$ cat src/rtl/pipe_stage_reg_pkg.sv
// Shared types and helpers for the inter-stage pipeline register.
// Stall-bus polarity, lane limit and the per-cycle control decode live here.
package pipe_stage_reg_pkg;

    localparam logic STOP = 1'b1;
    localparam logic NO_STOP = 1'b0;
    localparam int LANES_MAX = 4;
    localparam int PERF_W = 32;
    localparam logic [PERF_W-1:0] PERF_MAX = '1;

    typedef enum logic [1:0] {
        CTL_HOLD,
        CTL_LOAD,
        CTL_CLEAR
    } stage_ctl_e;

    // Flush outranks every stall combination; a bubble clears like flush.
    function automatic stage_ctl_e decode_ctl(
        input logic flush,
        input logic up,
        input logic dn
    );
        stage_ctl_e ctl;
        ctl = CTL_HOLD;
        priority case (1'b1)
            flush: ctl = CTL_CLEAR;
            (up == STOP && dn == NO_STOP): ctl = CTL_CLEAR;
            (up == NO_STOP): ctl = CTL_LOAD;
            default: ctl = CTL_HOLD;
        endcase
        return ctl;
    endfunction

    function automatic logic [PERF_W-1:0] sat_inc(
        input logic [PERF_W-1:0] v
    );
        return (v == PERF_MAX) ? v : v + 1'b1;
    endfunction

endpackage

$ cat src/rtl/pipe_lane_reg.sv
// One issue lane of the stage register: {valid, pc, data} with clear/load/hold.
// A lane loaded as not-valid carries zero PC and payload.
module pipe_lane_reg #(
    parameter int PC_W = 32,
    parameter int DATA_W = 64
) (
    input  logic              clk,
    input  logic              resetn,
    input  logic              clr,
    input  logic              ld,
    input  logic              nxt_valid,
    input  logic [PC_W-1:0]   nxt_pc,
    input  logic [DATA_W-1:0] nxt_data,
    output logic              valid,
    output logic [PC_W-1:0]   pc,
    output logic [DATA_W-1:0] data
);

    always_ff @(posedge clk) begin
        if (!resetn || clr) begin
            valid <= 1'b0;
            pc <= '0;
            data <= '0;
        end else if (ld) begin
            valid <= nxt_valid;
            pc <= nxt_valid ? nxt_pc : '0;
            data <= nxt_valid ? nxt_data : '0;
        end
    end

endmodule

$ cat src/rtl/pipe_stage_reg.sv
// Multi-lane pipeline register driven by the global stall bus, with flush and per-lane kill.
// Optional perf counters are built when PIPE_STAGE_PERF_EN is defined.
module pipe_stage_reg
    import pipe_stage_reg_pkg::*;
#(
    parameter int LANES = 2,
    parameter int PC_W = 32,
    parameter int DATA_W = 64,
    parameter int STALL_W = 7,
    parameter int STAGE_IDX = 5,
    localparam int CNT_W = $clog2(LANES + 1)
) (
    input  logic                    clk,
    input  logic                    resetn,
    input  logic                    flush,
    input  logic [STALL_W-1:0]      stall,
    input  logic [LANES-1:0]        in_valid,
    input  logic [LANES-1:0]        in_kill,
    input  logic [LANES*PC_W-1:0]   in_pc,
    input  logic [LANES*DATA_W-1:0] in_data,
    output logic [LANES-1:0]        out_valid,
    output logic [LANES*PC_W-1:0]   out_pc,
    output logic [LANES*DATA_W-1:0] out_data,
    output logic [CNT_W-1:0]        out_count,
    input  logic                    perf_clr,
    output logic [PERF_W-1:0]       perf_stall,
    output logic [PERF_W-1:0]       perf_bubble,
    output logic [PERF_W-1:0]       perf_flush
);

    if (STAGE_IDX + 1 >= STALL_W || STAGE_IDX < 0) begin : g_bad_stage
        $error("pipe_stage_reg: STAGE_IDX+1 must be < STALL_W");
    end
    if (LANES < 1 || LANES > LANES_MAX) begin : g_bad_lanes
        $error("pipe_stage_reg: LANES must be in 1..4");
    end
    if (DATA_W < 1) begin : g_bad_data
        $error("pipe_stage_reg: DATA_W must be at least 1");
    end

    logic up;
    logic dn;
    stage_ctl_e ctl;
    logic [LANES-1:0] live;
    logic [CNT_W-1:0] nxt_count;

    assign up = stall[STAGE_IDX];
    assign dn = stall[STAGE_IDX+1];
    assign ctl = decode_ctl(flush, up, dn);
    assign live = in_valid & ~in_kill;

    // Only the two owned stall bits matter; the rest of the bus is ignored.
    logic unused_stall;
    assign unused_stall = ^stall;

    for (genvar i = 0; i < LANES; i++) begin : g_lane
        pipe_lane_reg #(
            .PC_W(PC_W),
            .DATA_W(DATA_W)
        ) u_lane (
            .clk(clk),
            .resetn(resetn),
            .clr(ctl == CTL_CLEAR),
            .ld(ctl == CTL_LOAD),
            .nxt_valid(live[i]),
            .nxt_pc(in_pc[i*PC_W +: PC_W]),
            .nxt_data(in_data[i*DATA_W +: DATA_W]),
            .valid(out_valid[i]),
            .pc(out_pc[i*PC_W +: PC_W]),
            .data(out_data[i*DATA_W +: DATA_W])
        );
    end

    always_comb begin
        nxt_count = '0;
        for (int i = 0; i < LANES; i++) begin
            nxt_count = nxt_count + CNT_W'(live[i]);
        end
    end

    // Count tracks the value being loaded so it never lags out_valid.
    always_ff @(posedge clk) begin
        if (!resetn) begin
            out_count <= '0;
        end else begin
            unique case (ctl)
                CTL_CLEAR: out_count <= '0;
                CTL_LOAD: out_count <= nxt_count;
                default: out_count <= out_count;
            endcase
        end
    end

`ifdef PIPE_STAGE_PERF_EN
    logic is_bubble;
    logic is_hold;
    logic [PERF_W-1:0] perf_stall_q;
    logic [PERF_W-1:0] perf_bubble_q;
    logic [PERF_W-1:0] perf_flush_q;

    assign is_bubble = !flush && up == STOP && dn == NO_STOP;
    assign is_hold = ctl == CTL_HOLD && |out_valid;

    always_ff @(posedge clk) begin
        if (!resetn || perf_clr) begin
            perf_stall_q <= '0;
            perf_bubble_q <= '0;
            perf_flush_q <= '0;
        end else begin
            if (is_hold) perf_stall_q <= sat_inc(perf_stall_q);
            if (is_bubble) perf_bubble_q <= sat_inc(perf_bubble_q);
            if (flush) perf_flush_q <= sat_inc(perf_flush_q);
        end
    end

    assign perf_stall = perf_stall_q;
    assign perf_bubble = perf_bubble_q;
    assign perf_flush = perf_flush_q;
`else
    logic unused_perf;
    assign unused_perf = perf_clr;
    assign perf_stall = '0;
    assign perf_bubble = '0;
    assign perf_flush = '0;
`endif

endmodule

$ cat config.mk
export PLATFORM = sky130hd
export DESIGN_NAME = pipe_stage_reg
export DESIGN_NICKNAME = d
export VERILOG_FILES = /design/src/rtl/pipe_stage_reg_pkg.sv /design/src/rtl/pipe_lane_reg.sv /design/src/rtl/pipe_stage_reg.sv
export SDC_FILE = /design/constraint.sdc
export NUM_CORES = 1
export LEC_CHECK = 0
export ABC_AREA = 1
export BUFFER_PORTS_ARGS = -buffer_cell sky130_fd_sc_hd__buf_2
export CORE_AREA = 3 3 196 198
export DETAILED_ROUTE_END_ITERATION = 16
export DIE_AREA = 0 0 199 201
export GPL_TIMING_DRIVEN = 0
export HOLD_SLACK_MARGIN = 0.03
export MAX_ROUTING_LAYER = met4
export PLACE_DENSITY = 0.47
export SLEW_MARGIN = 20
export SYNTH_ARGS = -nofsm -noshare
export SYNTH_HDL_FRONTEND = slang
export SYNTH_HIERARCHICAL = 1
export SYNTH_SLANG_ARGS = --single-unit
export TNS_END_PERCENT = 20
$ cat constraint.sdc
create_clock -name clk -period 2.85 [get_ports clk]
set_input_delay 0.285 -clock clk [delete_from_list [all_inputs] [get_ports clk]]
set_output_delay 0.285 -clock clk [all_outputs]
set_load 0.1 [all_outputs]
---- After elaboration in Yosys (flattened, before gate mapping) ----
Cells that the tools add are included.
cells by class
  $add $sub $neg .......................... 1
  equal/unequal tests ..................... 2
  mux-type cells .......................... 8
  bitwise gates (word level) .............. 3
  reductions and logical operators ........ 4
operator list
  cell                number
  $mux 64             2
  $mux 32             2
  $mux 2              2
  $pmux 2 s2          1
  $add 1x1->2         1
  $and 2x2->2         1
  $eq 2x1->1 const B  1
  $eq 2x2->1 const B  1
  $not 2->2           1
  $reduce_bool 2->1   1
  $logic_and 1x1->1   1
  $logic_not 1->1     1
  $logic_or 1x1->1    1
  $mux 1              1
  $not 1->1           1
word-level totals
  bits in registers ....................... 196
  bits of input ports ..................... 207
  output and inout bits ................... 292
  logic and storage cells ................. 25

---- Depth between registers and ports, before layout ----
  depth after elaboration ................. 6
  gate-level depth with buffers ........... 10
  gate-level depth less buffers ........... 7

---- By module ----
The synthesis kept the hierarchy.
by module, submodules not included
  module          times used  cells each  area an instance (um^2)  sequential area each (um^2)
  pipe_lane_reg   2           433         3694.8                   1941.9
  pipe_stage_reg  1           119         878.3                    40.0

---- Least setup slack after synthesis ----
OpenSTA, ideal clock, no wires.
  path type ............................... input-to-reg
  start point ............................. input port flush
  end point ............................... register g_lane[0].u_lane.pc[10]
  library setup time ...................... 0.066 ns
  arrival ................................. 1.400 ns
  data required time ...................... 2.784 ns
  slack ................................... 1.384 ns
  cell stages on the path ................. 10
  path buffers ............................ 3
  cell sequence ........................... inv_1 a21oi_2 inv_2 ha_1 buf_6 inv_6 buf_8 buf_8 nand2_2 a21oi_2
on the way
  longest elaborated chain between the ends .. 3
  elaborated cells on any way between the ends .. 4
  those cells by class .................... eq/ne: 2; mux: 1; reduce/logical: 1
RTL lines
  what                  line                      source
  start, declared       pipe_stage_reg.sv:15      input logic flush,
  $mux 2 *              pipe_stage_reg_pkg.sv:25  priority case (1'b1)
  $eq 2x2->1            pipe_stage_reg.sv:63      .clr(ctl == CTL_CLEAR),
  $logic_or 1x1->1      pipe_lane_reg.sv:20       if (!resetn || clr) begin
  end signal, assigned  pipe_lane_reg.sv:26       pc <= nxt_valid ? nxt_pc : '0;
  end, declared         pipe_lane_reg.sv:15       output logic [PC_W-1:0] pc,
Every way passes the cells marked *; elsewhere a longest branch is shown, timed or not.
A chain may end at the register's enable or synchronous reset.

---- Worst setup path in the final report ----
  start point ............................. register g_lane[0].u_lane.data[51]
  end point ............................... output port out_data[51]
RTL lines
  what                    line                  source
  start, declared         pipe_lane_reg.sv:16   output logic [DATA_W-1:0] data
  start signal, assigned  pipe_lane_reg.sv:27   data <= nxt_valid ? nxt_data : '0;
  end, declared           pipe_stage_reg.sv:23  output logic [LANES*DATA_W-1:0] out_data,
No word-level cell between the ends.

==> impl_metrics.yaml <==
logic_synthesis:
  synth_seq_cells: 196
  async_flop_share: 0
  yosysMostFrequentCell: "dfxtp_1"
  yosys.area.top_type: "dfxtp_1"
  synth_top_area_frac: 0.475
  syn-cell-area_um2: 8270
  yosysWarningCount: 6
  yosysUniqueCellTypes: 19
  synthTopCellsByCount: "dfxtp_1, nand3_1, nand2_1"
  synth_area_leaders: "dfxtp_1, nand3_1, buf_4, a21oi_1, nand2_1"
  synthFlopType: "dfxtp_1"
  syn_inst: 985
  ys_seq_area_frac: 0.475
  synth_edf_count: 0
  postSynthAreaPerCell_um2: 8.39
grt:
  grt_pass1_wl_um: 45900
  antenna_found_initial: 3
  grt_pass1_vias: 7751
  grt_max_degree: 17
  grt_remaining_overflow: 0
  gr-usage-all-layers: 0.151
cts:
  post_cts_buffers: 0
  holdBufCountCts: 0
  clockBufferDepth: 2
  path_clk_slew_ps: 70
  cts.sinks: 196
  clock_latency_ps: 440
  cts_root_buf: "clkbuf_16"
  post_cts_resized: 0
  cts-buffers-inserted: 17
  cts_tree: "built"
  cts_max_level: 4
detailed_routing:
  first_pass_iters: 5
  viasPerCell: 4.17
  ant_nets: 0
  wl_per_cell_um: 15.6
  drt_iter0_markers: 365
  via_count: 8240
  drc_errors: 0
  wirelength_um: 30900
job:
  maxCapViolCount: 0
timing:
  tightestPinTransition_ps: 628
  layout_min_cycle_time_ps: 1590
  setup_viol: 0
  finalCritPeriodShare: 0.557
  slew_headroom: 0.582
  setup_tns_ps: 0
  rsz0062_at_grt: "false"
  fin_skew_ps: 0
  final_max_slew_viol_count: 0
  worst_slack_ps: 1260
  hold_viol: 0
  timing.fmax_mhz: 630
power:
  p_per_area_nw_per_um2: 568
  power_uw: 6720
  ir_drop_v: 0.000398
  cellLeakagePower_uw: 0.00536
worst_setup_path:
  reg2reg_from: "g_lane[0].u_lane/data[51]"
  worst_r2r_endpoint: "g_lane[0].u_lane/data[51]"
  slowest_delay_ps: 470
  r2r_slack_ps: 2180
  crit_chain: "buf_2"
  worst-r2r-cell-count: 2
  cp_num_cells: 1
  slowest_stage: "buf_2"
  crit_type: "reg2out"
  worstPathMaxFanout: 2
  crit_family: "buffers and inverters"
  end_kind: "primary output"
  cp.required_ps: 2570
  worstSetupStartpointType: "flip-flop"
  cp_num_buf_inv: 1
  cp.arrival_ps: 1300
finish:
  multi_input_area_um2: 3360
  final_layout_size_suffix_gt1_frac: 0.448
  area_growth_pct: 43.3
  regArea_um2: 3920
  fill_cells: 4049
  fin_util: 0.323
  nets: 1705
die:
  rows: 70
  fp.dieW_um: 199
  fp.dieArea_um2: 40000
  ios: 499
  start_util: 0.225
  core_area_um2: 36700
  die_y_um: 201
placed_design:
  io_buffers: 396
  dp_slack_ps: 893
  dp_hpwl_um: 24100
  gp_congestion: 0.797
min_path:
  hold_depth: 3
  min_from: "in_pc[31]"
  hold_path_end: "g_lane[0].u_lane/pc[31]"
  hp-class: "in2reg"
run_status:
  status: "completed"
## cell type report
| type | count | share of cell area |
|---|---|---|
| plain buffers | 180 | 0.109 |
| well taps | 468 | 0.0494 |
| diodes | 4 | 0.000845 |
| clock inverters | 12 | 0.0171 |
| multi-input cells | 693 | 0.284 |
| inverters | 11 | 0.00433 |
| flip-flops and latches | 196 | 0.331 |
| repair buffers | 396 | 0.167 |
| clock buffers | 18 | 0.0371 |
## stage by stage
| stage | hold WS, ps | std cells | cell area (µm²) |
|---|---|---|---|
| floorplan | 417 | 1080 | 8620 |
| global placement | 444 | 1944 | 11200 |
| detailed placement | 451 | 1944 | 11200 |
| CTS | 61.8 | 1974 | 11800 |
| global route | 72.9 | 1977 | 11800 |
| finish | 99.6 | 1978 | 11800 |
## how the worst max path moves through the flow
stage                                    from                   endpoint  slack (ps)
global route        g_lane[0].u_lane/data[51]               out_data[51]        1230
finish              g_lane[0].u_lane/data[51]               out_data[51]        1260
floorplan                               flush    g_lane[0].u_lane/pc[10]        1380
detailed placement                      flush  g_lane[0].u_lane/data[58]         890
global placement                        flush  g_lane[0].u_lane/data[53]         950
CTS                 g_lane[0].u_lane/data[51]               out_data[51]        1240
## sequential cells by signal, summed over array words and instances, names as in the netlist
name / cells
out_count: 2
g_lane.u_lane/data: 128
g_lane.u_lane/valid: 2
g_lane.u_lane/pc: 64
## where the power goes
group	internal [µW]	leakage [µW]	switching, µW	total (µW)
combinational	285	0.00347	982	1270
clock	1580	0.000313	1120	2700
sequential	2750	0.00158	8.19	2760
## cell families (layout without fill, tap and decap cells)
family	count (synthesis)	in the layout	share of synthesized area
other cells	1	100	0.000454
compound gates	197	197	0.137
buf+inv	191	617	0.162
flops	196	196	0.475
fa+ha+maj	3	3	0.00454
simple gates	397	397	0.221
## layer usage
layer | GRT usage | up-vias | wire, µm
met5 | - | - | 0
met4 | 0.0366 | 0 | 375
met3 | 0.0391 | 18 | 1790
met2 | 0.246 | 247 | 15300
met1 | 0.188 | 3840 | 13500
li1 | - | 4135 | -
## layout by cell type (no fill, tap or decap), types with 2 or more instances in the layout
cell,n
buf_2,436
clkbuf_1,10
inv_1,8
nand3_1,194
clkbuf_16,17
buf_8,6
diode_2,4
ha_1,3
inv_6,5
buf_1,2
buf_4,112
a21oi_2,39
nand2_2,38
dfxtp_1,196
nand2_1,162
nor2_1,2
a21oi_1,158
clkinv_2,2
bufinv_16,5
conb_1,96
buf_6,10
No activity file was read; power rests on OpenSTA's default activity.
